==> src/rtl/mem_port_arbiter.sv <==
// mem_port_arbiter
// Shares one single-ported unified memory between a core's instruction-fetch
// port (i_*) and its data port (d_*). One transaction is outstanding at a
// time. When both ports are pending, grants alternate round-robin. Every
// memory-side output is a flop.
//
// Handshake (both requester ports and the memory port):
//   - A requester raises x_req and holds it, with its fields, until x_done.
//   - x_done is a one-cycle pulse. In the cycle it pulses, x_req is ignored,
//     so a back-to-back request is granted one cycle later.
//   - mem_req is held until mem_ack. mem_ack is a one-cycle pulse and
//     mem_rdata is valid in that cycle. An ack while mem_req is low is
//     ignored.
//
// Ports:
//   clk, rst                 clock (rising edge); async active-high reset
//   i_req, i_addr            fetch request in
//   i_done, i_rdata          fetch completion out; i_rdata is held
//   d_req, d_we, d_addr,
//   d_wdata, d_mode          data request in (load or store)
//   d_done, d_rdata          data completion out; d_rdata is held, and
//                            is updated by loads only
//   core_stall               combinational stall for the core pipeline
//   mem_req, mem_we, mem_addr,
//   mem_wdata, mem_mode      registered memory request out
//   mem_ack, mem_rdata       memory response in
//   bus_err                  pulses together with done on a timed-out access
//   dbg_state                current FSM state (0 IDLE, 1 BUSY_I, 2 BUSY_D)
//
// Optional feature, macro MEM_ARB_TIMEOUT_EN:
//   A transaction is aborted after TIMEOUT_CYCLES busy cycles that see no ack.
//   A fetch then returns a NOP, and a load returns 0. Without the macro, the
//   arbiter waits for mem_ack indefinitely and bus_err is tied low.
module mem_port_arbiter #(
  parameter int ADDR_WIDTH     = 32,
  parameter int DATA_WIDTH     = 32,
  parameter int MODE_WIDTH     = 2,
  parameter int TIMEOUT_CYCLES = 255
) (
  input  logic                  clk,
  input  logic                  rst,
  input  logic                  i_req,
  input  logic [ADDR_WIDTH-1:0] i_addr,
  output logic                  i_done,
  output logic [DATA_WIDTH-1:0] i_rdata,
  input  logic                  d_req,
  input  logic                  d_we,
  input  logic [ADDR_WIDTH-1:0] d_addr,
  input  logic [DATA_WIDTH-1:0] d_wdata,
  input  logic [MODE_WIDTH-1:0] d_mode,
  output logic                  d_done,
  output logic [DATA_WIDTH-1:0] d_rdata,
  output logic                  core_stall,
  output logic                  mem_req,
  output logic                  mem_we,
  output logic [ADDR_WIDTH-1:0] mem_addr,
  output logic [DATA_WIDTH-1:0] mem_wdata,
  output logic [MODE_WIDTH-1:0] mem_mode,
  input  logic                  mem_ack,
  input  logic [DATA_WIDTH-1:0] mem_rdata,
  output logic                  bus_err,
  output logic [1:0]            dbg_state
);

  localparam logic [MODE_WIDTH-1:0] MODE_WORD = MODE_WIDTH'(2'b10);
  localparam logic [DATA_WIDTH-1:0] NOP_INSN  = DATA_WIDTH'(32'h0000_0013);

  typedef enum logic [1:0] {
    IDLE   = 2'd0,
    BUSY_I = 2'd1,
    BUSY_D = 2'd2
  } state_t;

  state_t                state_q, state_d;
  logic                  last_d_q, last_d_d;   // 1: the last grant went to D
  logic                  mem_req_q, mem_req_d;
  logic                  mem_we_q, mem_we_d;
  logic [ADDR_WIDTH-1:0] mem_addr_q, mem_addr_d;
  logic [DATA_WIDTH-1:0] mem_wdata_q, mem_wdata_d;
  logic [MODE_WIDTH-1:0] mem_mode_q, mem_mode_d;
  logic                  i_done_q, i_done_d;
  logic                  d_done_q, d_done_d;
  logic [DATA_WIDTH-1:0] i_rdata_q, i_rdata_d;
  logic [DATA_WIDTH-1:0] d_rdata_q, d_rdata_d;
  logic                  i_elig, d_elig, pick_d;

`ifdef MEM_ARB_TIMEOUT_EN
  localparam int CNT_W = $clog2(TIMEOUT_CYCLES + 1);
  logic [CNT_W-1:0] cnt_q, cnt_d;
  logic             bus_err_q, bus_err_d;
  logic             expired;
`else
  logic unused_timeout_cfg;
  assign unused_timeout_cfg = (TIMEOUT_CYCLES != 0);
`endif

  always_comb begin
    state_d     = state_q;
    last_d_d    = last_d_q;
    mem_req_d   = mem_req_q;
    mem_we_d    = mem_we_q;
    mem_addr_d  = mem_addr_q;
    mem_wdata_d = mem_wdata_q;
    mem_mode_d  = mem_mode_q;
    i_rdata_d   = i_rdata_q;
    d_rdata_d   = d_rdata_q;
    i_done_d    = 1'b0;
    d_done_d    = 1'b0;
    // A port whose done is pulsing this cycle is not requesting again yet.
    i_elig      = i_req & ~i_done_q;
    d_elig      = d_req & ~d_done_q;
    // D wins if it is alone, or if both are eligible and I had the last turn.
    pick_d      = d_elig & (~i_elig | ~last_d_q);
`ifdef MEM_ARB_TIMEOUT_EN
    cnt_d     = cnt_q;
    bus_err_d = 1'b0;
    // The current edge is the TIMEOUT_CYCLES-th busy edge that sees no ack.
    expired   = (cnt_q == CNT_W'(TIMEOUT_CYCLES - 1));
`endif
    unique case (state_q)
      IDLE: begin
        if (i_elig | d_elig) begin
          mem_req_d = 1'b1;
`ifdef MEM_ARB_TIMEOUT_EN
          cnt_d = '0;
`endif
          if (pick_d) begin
            state_d     = BUSY_D;
            last_d_d    = 1'b1;
            mem_we_d    = d_we;
            mem_addr_d  = d_addr;
            mem_wdata_d = d_wdata;
            mem_mode_d  = d_mode;
          end else begin
            state_d     = BUSY_I;
            last_d_d    = 1'b0;
            mem_we_d    = 1'b0;
            mem_addr_d  = i_addr;
            mem_wdata_d = '0;
            mem_mode_d  = MODE_WORD;
          end
        end
      end
      BUSY_I, BUSY_D: begin
        // An ack always takes priority over a timeout in the same cycle.
        if (mem_ack) begin
          mem_req_d = 1'b0;
          state_d   = IDLE;
          if (state_q == BUSY_I) begin
            i_done_d  = 1'b1;
            i_rdata_d = mem_rdata;
          end else begin
            d_done_d = 1'b1;
            if (!mem_we_q) d_rdata_d = mem_rdata;
          end
        end
`ifdef MEM_ARB_TIMEOUT_EN
        else if (expired) begin
          mem_req_d = 1'b0;
          state_d   = IDLE;
          bus_err_d = 1'b1;
          if (state_q == BUSY_I) begin
            i_done_d  = 1'b1;
            i_rdata_d = NOP_INSN;
          end else begin
            d_done_d = 1'b1;
            if (!mem_we_q) d_rdata_d = '0;
          end
        end else begin
          cnt_d = cnt_q + CNT_W'(1);
        end
`endif
      end
      default: state_d = IDLE;
    endcase
  end

  always_ff @(posedge clk or posedge rst) begin
    if (rst) begin
      state_q     <= IDLE;
      last_d_q    <= 1'b0;
      mem_req_q   <= 1'b0;
      mem_we_q    <= 1'b0;
      mem_addr_q  <= '0;
      mem_wdata_q <= '0;
      mem_mode_q  <= '0;
      i_done_q    <= 1'b0;
      d_done_q    <= 1'b0;
      i_rdata_q   <= '0;
      d_rdata_q   <= '0;
`ifdef MEM_ARB_TIMEOUT_EN
      cnt_q       <= '0;
      bus_err_q   <= 1'b0;
`endif
    end else begin
      state_q     <= state_d;
      last_d_q    <= last_d_d;
      mem_req_q   <= mem_req_d;
      mem_we_q    <= mem_we_d;
      mem_addr_q  <= mem_addr_d;
      mem_wdata_q <= mem_wdata_d;
      mem_mode_q  <= mem_mode_d;
      i_done_q    <= i_done_d;
      d_done_q    <= d_done_d;
      i_rdata_q   <= i_rdata_d;
      d_rdata_q   <= d_rdata_d;
`ifdef MEM_ARB_TIMEOUT_EN
      cnt_q       <= cnt_d;
      bus_err_q   <= bus_err_d;
`endif
    end
  end

  assign mem_req    = mem_req_q;
  assign mem_we     = mem_we_q;
  assign mem_addr   = mem_addr_q;
  assign mem_wdata  = mem_wdata_q;
  assign mem_mode   = mem_mode_q;
  assign i_done     = i_done_q;
  assign d_done     = d_done_q;
  assign i_rdata    = i_rdata_q;
  assign d_rdata    = d_rdata_q;
  assign dbg_state  = state_q;
  assign core_stall = (i_req & ~i_done_q) | (d_req & ~d_done_q);
`ifdef MEM_ARB_TIMEOUT_EN
  assign bus_err = bus_err_q;
`else
  assign bus_err = 1'b0;
`endif

endmodule

==> config.mk <==
export PLATFORM = sky130hd
export DESIGN_NAME = mem_port_arbiter
export DESIGN_NICKNAME = d
export VERILOG_FILES = /design/src/rtl/mem_port_arbiter.sv
export SDC_FILE = /design/constraint.sdc
export NUM_CORES = 1
export LEC_CHECK = 0
export BUFFER_PORTS_ARGS = -buffer_cell sky130_fd_sc_hd__buf_2
export CAP_MARGIN = 20
export CORE_MARGIN = 2
export CORE_UTILIZATION = 40
export DETAILED_ROUTE_END_ITERATION = 10
export PLACE_DENSITY = 0.73
export RECOVER_POWER = 50
export SLEW_MARGIN = 20
export SYNTH_ARGS = -nofsm -noshare
export SYNTH_HDL_FRONTEND = slang
export SYNTH_SLANG_ARGS = --single-unit
export TNS_END_PERCENT = 1
==> constraint.sdc <==
create_clock -name clk -period 10.6 [get_ports clk]
set_input_delay 2.12 -clock clk [delete_from_list [all_inputs] [get_ports clk]]
set_output_delay 2.12 -clock clk [all_outputs]
set_load 0.005 [all_outputs]
==> results of run 1 <==
-- per-layer routing --
layer	vias up	share of wire	wire, µm
li1	2033	-	-
met4	0	0.019	270
met3	20	0.095	1350
met2	203	0.50	7150
met1	2131	0.38	5390
met5	-	0	0
-- power by group --
| part | internal (mW) | switching [mW] |
|---|---|---|
| combinational | 0.412 | 0.407 |
| clock | 0.316 | 0.215 |
| sequential | 0.763 | 0.126 |
-- flip-flops by register name, indices dropped and copies added (netlist names) --
| name | cells |
|---|---|
| d_done | 1 |
| d_rdata | 32 |
| dbg_state | 2 |
| i_done | 1 |
| i_rdata | 32 |
| last_d_q | 1 |
| mem_addr | 32 |
| mem_mode | 2 |
| mem_req | 1 |
| mem_wdata | 32 |
| mem_we | 1 |
-- metrics by stage --
stage / utilization / hold slack [ns]
floorplan: - / 0.445
global placement: 0.522 / 0.466
detailed placement: 0.522 / 0.475
CTS: 0.563 / 0.487
global route: 0.560 / 0.516
finish: 0.560 / 0.485
-- cell usage in the layout, fill, tap and decap left out, drive strengths merged, types with 2 or more instances in the layout --
cell        n
mux2       64
nor2b       2
o32ai       2
a22o       34
a21oi      64
clkinv      7
nand2b      2
clkinvlp    3
nand2      40
buf       255
dfrtp     137
clkbuf     44
inv         5
nor2       35
ha          3
-- area by class of cell --
cell class | instances | area [µm²]
Multi-Input combinational cell | 256 | 1810
Inverter | 4 | 16.3
Timing Repair Buffer | 278 | 1370
Fill cell | 1152 | 5810
Clock inverter | 11 | 71.3
Clock buffer | 21 | 470
Tap cell | 176 | 220
Sequential cell | 137 | 3430
-- cell families (layout without fill, tap and decap cells) --
group,after synthesis,in the layout,synth area share
AND/OR/NAND/NOR,83,83,0.0663
AO/OA/AOI/OAI,105,105,0.126
other,1,1,0.000694
flip-flops,137,137,0.635
multiplexers,64,64,0.133
buffers and inverters,32,314,0.0317
adder cells (fa/ha/maj),3,3,0.00695
-- worst max-delay path, cell delays in order --
cell	delay [ns]
buf_2	0.12
nand2b_4	0.09
nand2_1	0.06
buf_2	0.12
-- path summary, 6_finish.rpt --
| path | startpoint | to | slack [ns] | cells past startpoint |
|---|---|---|---|---|
| worst min register to register | d_rdata[15]$_DFFE_PP0P_ | d_rdata[15]$_DFFE_PP0P_ | 0.49 | 1 |
| worst min-delay path | d_rdata[15]$_DFFE_PP0P_ | d_rdata[15]$_DFFE_PP0P_ | 0.49 | 1 |
| max in group asynchronous | rst | mem_wdata[13]$_DFFE_PP0P_ | 6.84 | 3 |
| min in group asynchronous | rst | d_rdata[31]$_DFFE_PP0P_ | 2.24 | 2 |
| worst max-delay path | i_req | core_stall | 5.97 | 4 |
| worst max register to register | dbg_state[0]$_DFFE_PP0P_ | d_rdata[7]$_DFFE_PP0P_ | 7.66 | 6 |
==> flow_metrics.env, run 1 <==
export IMPL_port_buffer_count=272
export IMPL_grt_antenna_before_repair=0
export IMPL_fin_crit_ns=4.63
export IMPL_max_clock_freq_ghz=0.216
export IMPL_io_pins=274
export IMPL_irDropWorstVdd_v=0.000189
export IMPL_synthTopCellsByArea="dfrtp_1, mux2_2, a21oi_1, a22o_1, nand2_1"
export IMPL_cts_buffer_depth=2
export IMPL_synthArstFlopShare=1.00
export IMPL_die_x_um=120
export IMPL_drc_errors=0
export IMPL_busiest_layer="met2"
export IMPL_routabilityCongestion=0.786
export IMPL_timing_slew_headroom=-0.370
export IMPL_cts_hold_fix_buffers=0
export IMPL_nNetsFinal=833
export IMPL_wl_per_cell_um=16.0
export IMPL_yosysMostFrequentCell="dfrtp_1"
export IMPL_use_met1=0.227
export IMPL_grt_pass1_wl_mm=22.2
export IMPL_tns_ns=0
export IMPL_grt_overflow=0
export IMPL_synth_fp_nets=564
export IMPL_routed_wirelength_mm=14.2
export IMPL_grt_pass1_vias=4394
export IMPL_skew_ns=0.00639
export IMPL_die_h_um=120
export IMPL_fin_cells=883
export IMPL_h_tree_depth=4
export IMPL_clk_latency_ns=0.41
export IMPL_rows=42
export IMPL_netlist_area_leader_share=0.635
export IMPL_grt_max_degree=90
export IMPL_syn_area_um2=5400
export IMPL_fin_ws_ns=5.97
export IMPL_cp_required_ns=8.48
export IMPL_hpwl_mm=10.1
export IMPL_dr_pass1_iters=4
export IMPL_clkSinkCount=137
export IMPL_synth_common_cells="dfrtp_1, a21oi_1, mux2_2, nand2_1"
export IMPL_post_route_cell_area_um2=7380
export IMPL_tightestPinTransition_ns=2.04
export IMPL_path_clk_slew_ns=0.06
export IMPL_viasPerCell=4.97
export IMPL_status="complete, but fails checks"
export IMPL_grt_usage=0.198
export IMPL_cts_tree="built"
export IMPL_setup_violations=0
export IMPL_dieArea_um2=14400
export IMPL_violations="capacitance limit, slew limit"
export IMPL_max_cap_violations=3
export IMPL_placed_area_um2=6880
export IMPL_antenna_left=0
export IMPL_hold_class="register to register"
export IMPL_drive_above_1_share=0.502
export IMPL_ys_ff_latch=137
export IMPL_yosys_warnings=0
export IMPL_grt_util_met2=0.334
export IMPL_arrival_ns=2.51
export IMPL_place_ws_ns=5.97
export IMPL_use_met3=0.0764
export IMPL_placedCellCount=851
export IMPL_cts_setup_buffers=0
export IMPL_slew_violations=117
export IMPL_clockRootBuffer="clkbuf_16"
export IMPL_yosysTopAreaCell="dfrtp_1"
export IMPL_synthCells=425
export IMPL_cellPowerDensity_nw_per_um2=303
export IMPL_crit_type="input pin to primary output"
export IMPL_critPathMaxFanout=5
export IMPL_drtIter0Drc=270
export IMPL_cts_made_buffers=17
export IMPL_syn_area_per_cell_um2=12.7
export IMPL_ys_types=27
export IMPL_hold_viol_final=0
export IMPL_core_area_um2=13200
export IMPL_rsz0062_at_grt="no"
export IMPL_total_power_mw=2.24
export IMPL_period_share=0.437
export IMPL_vias=4387
export IMPL_diodes=0
export IMPL_ys_flop_type="dfrtp_1"
export IMPL_synth_edf_count=0
export IMPL_area_growth_pct=36.7
export IMPL_post_cts_resized=0
export IMPL_p_leak_nw=3.72
export IMPL_endpoint_kind="primary output"
export IMPL_crit_path_start_kind="input pin"
export IMPL_initial_core_util=0.409
export IMPL_yosysSeqAreaShare=0.635
Power figures use the tool's default switching activity.
==> run 2, diff against run 1 <==
- ABC_AREA: default -> 1
- PLACE_DENSITY: 0.73 -> 0.71
- clock period: 10.6 -> 4.3 ns (I/O delays scaled with it)
==> run 2 against run 1 <==
Effect of this change: the flow still finishes with violations (capacitance limit, slew limit); register-to-register slack got worse by 6.2 ns; combinational power grew 130%; synthesized cell count increased by 66%; setup slack got worse by 4.6 ns; design area rose by 6.7%; sequential cell count unchanged; critical path depth increased by 2; critical endpoint is now mem_addr[9]$_DFFE_PP0P_; largest cell class unchanged; largest power group unchanged.
==> flow_metrics.env, run 2 <==
export IMPL_slew_violations=140
export IMPL_use_met3=0.0700
export IMPL_routed_wirelength_mm=16.1
export IMPL_mostFrequentLayoutCells="nand2_1, buf_2, dfrtp_1"
export IMPL_crit_type="input pin to register"
export IMPL_yosys_warnings=0
export IMPL_cp_required_ns=4.59
export IMPL_final_common_cell="nand2_1"
export IMPL_tightestPinTransition_ns=1.82
export IMPL_io_pins=274
export IMPL_routabilityCongestion=0.835
export IMPL_post_route_cell_area_um2=7880
export IMPL_yosysTopAreaCell="dfrtp_1"
export IMPL_tns_ns=0
export IMPL_hold_viol_final=0
export IMPL_register_area_um2=3430
export IMPL_wl_per_cell_um=13.9
export IMPL_yosysMostFrequentCell="nand2_1"
export IMPL_post_cts_resized=0
export IMPL_cts_hold_fix_buffers=0
export IMPL_ys_ff_latch=137
export IMPL_grt_max_degree=74
export IMPL_ys_flop_type="dfrtp_1"
export IMPL_synthArstFlopShare=1.00
export IMPL_critPathMaxFanout=34
export IMPL_rows=44
export IMPL_status="complete, but fails checks"
export IMPL_yosysSeqAreaShare=0.587
export IMPL_arrival_ns=3.24
export IMPL_grt_pass1_wl_mm=26.6
export IMPL_grt_antenna_before_repair=0
export IMPL_endpoint_kind="register"
export IMPL_clkSinkCount=137
export IMPL_cts_tree="built"
export IMPL_skew_ns=0.0115
export IMPL_grt_pass1_vias=5307
export IMPL_crit_buf_inv=1
export IMPL_netlist_area_leader_share=0.587
export IMPL_cts_buffer_depth=2
export IMPL_synthCells=704
export IMPL_port_buffer_count=272
export IMPL_crit_family="simple AND/OR/NAND/NOR gates"
export IMPL_path_clk_slew_ns=0.06
export IMPL_clk_latency_ns=0.42
export IMPL_syn_area_um2=5840
export IMPL_place_ws_ns=1.17
export IMPL_placed_area_um2=7300
export IMPL_p_leak_nw=4.74
export IMPL_vias=5394
export IMPL_clockRootBuffer="clkbuf_16"
export IMPL_nFillCells=1382
export IMPL_synthTopCellsByArea="dfrtp_1, nand2_1, inv_1, nand3_1, o21ai_0"
export IMPL_synth_fp_nets=843
export IMPL_area_growth_pct=34.8
export IMPL_crit_path_start_kind="input pin"
export IMPL_max_clock_freq_ghz=0.339
export IMPL_drive_above_1_share=0.314
export IMPL_irDropWorstVdd_v=0.000389
export IMPL_setup_violations=0
export IMPL_nNetsFinal=1103
export IMPL_synth_edf_count=0
export IMPL_busiest_layer="met2"
export IMPL_multiInputGateArea_um2=1820
export IMPL_grt_overflow=0
export IMPL_h_tree_depth=4
export IMPL_dr_pass1_iters=4
export IMPL_die_h_um=125
export IMPL_diodes=0
export IMPL_rsz0062_at_grt="no"
export IMPL_violations="capacitance limit, slew limit"
export IMPL_timing_slew_headroom=-0.219
export IMPL_die_x_um=125
export IMPL_core_area_um2=14400
export IMPL_antenna_left=0
export IMPL_synth_common_cells="nand2_1, dfrtp_1, inv_1, nand3_1, o21ai_0"
export IMPL_grt_util_met2=0.353
export IMPL_syn_area_per_cell_um2=8.30
export IMPL_critPathMaxStageDelay_ns=1.01
export IMPL_dieArea_um2=15600
export IMPL_period_share=0.685
export IMPL_hpwl_mm=11.2
export IMPL_fin_crit_ns=2.95
export IMPL_max_cap_violations=2
export IMPL_initial_core_util=0.405
export IMPL_grt_usage=0.214
export IMPL_hold_class="register to register"
export IMPL_use_met1=0.265
export IMPL_drtIter0Drc=392
export IMPL_viasPerCell=4.65
export IMPL_fin_ws_ns=1.35
export IMPL_drc_errors=0
export IMPL_ys_types=18
export IMPL_cts_setup_buffers=0
export IMPL_critPathSlowestCell="nand2_2"
export IMPL_cts_made_buffers=17
export IMPL_path_cells="buf_2 > nand3_1 > nand2_2 > nand2_1 > nand3_1 > nand2_1"
export IMPL_cellPowerDensity_nw_per_um2=714
run 2: kinds of logic (layout without fill, tap and decap cells):
kind of cell | after synthesis | in the layout | synth area share
simple gates | 356 | 356 | 0.249
buf+inv | 142 | 415 | 0.102
flops | 137 | 137 | 0.587
compound gates | 65 | 65 | 0.0557
fa+ha+maj | 3 | 3 | 0.00642
other cells | 1 | 1 | 0.000642
run 2: power breakdown:
part,switching [mW],internal [mW],leakage [nW]
Sequential,0.314,1.87,1.72
Clock,0.593,0.925,0.297
Combinational,1.15,0.779,2.72
run 2: cell type report:
cell class | instances | area share
Inverter | 106 | 0.0507
Clock inverter | 15 | 0.0243
Sequential cell | 137 | 0.435
Clock buffer | 17 | 0.0540
Tap cell | 184 | 0.0292
Multi-Input combinational cell | 425 | 0.231
Timing Repair Buffer | 277 | 0.175
run 2: worst paths after layout:
check,startpoint,to,slack [ns],cells after the start
max,i_req,mem_addr[9]$_DFFE_PP0P_,1.35,6
min,mem_wdata[10]$_DFFE_PP0P_,mem_wdata[10]$_DFFE_PP0P_,0.47,2
max reg2reg,i_done$_DFF_PP0_,mem_addr[9]$_DFFE_PP0P_,1.44,6
min reg2reg,mem_wdata[10]$_DFFE_PP0P_,mem_wdata[10]$_DFFE_PP0P_,0.47,2
max in group asynchronous,rst,mem_wdata[25]$_DFFE_PP0P_,1.48,3
min in group asynchronous,rst,mem_addr[15]$_DFFE_PP0P_,0.63,2
run 2: tightest hold or removal path, cell delays in order, from the launching register on:
cell	delay, ns
dfrtp_1	0.34
nand2_1	0.05
nand2_1	0.05
run 2: stage by stage:
stage / power (mW) / hold slack [ns] / utilization / cells
finish: 5.62 / 0.474 / 0.546 / 1161
global route: 6.07 / 0.494 / 0.546 / 1161
CTS: 5.70 / 0.476 / 0.549 / 1161
detailed placement: 4.15 / 0.461 / 0.506 / 1129
global placement: 4.09 / 0.455 / 0.506 / 1129
floorplan: 3.26 / 0.462 / - / 704
run 2: per-layer routing:
layer / vias up / routed length, µm / part of all wire
met5: - / 0 / 0
met4: 0 / 215 / 0.013
met3: 16 / 1210 / 0.075
met2: 214 / 7890 / 0.49
met1: 2510 / 6820 / 0.42
li1: 2654 / - / -
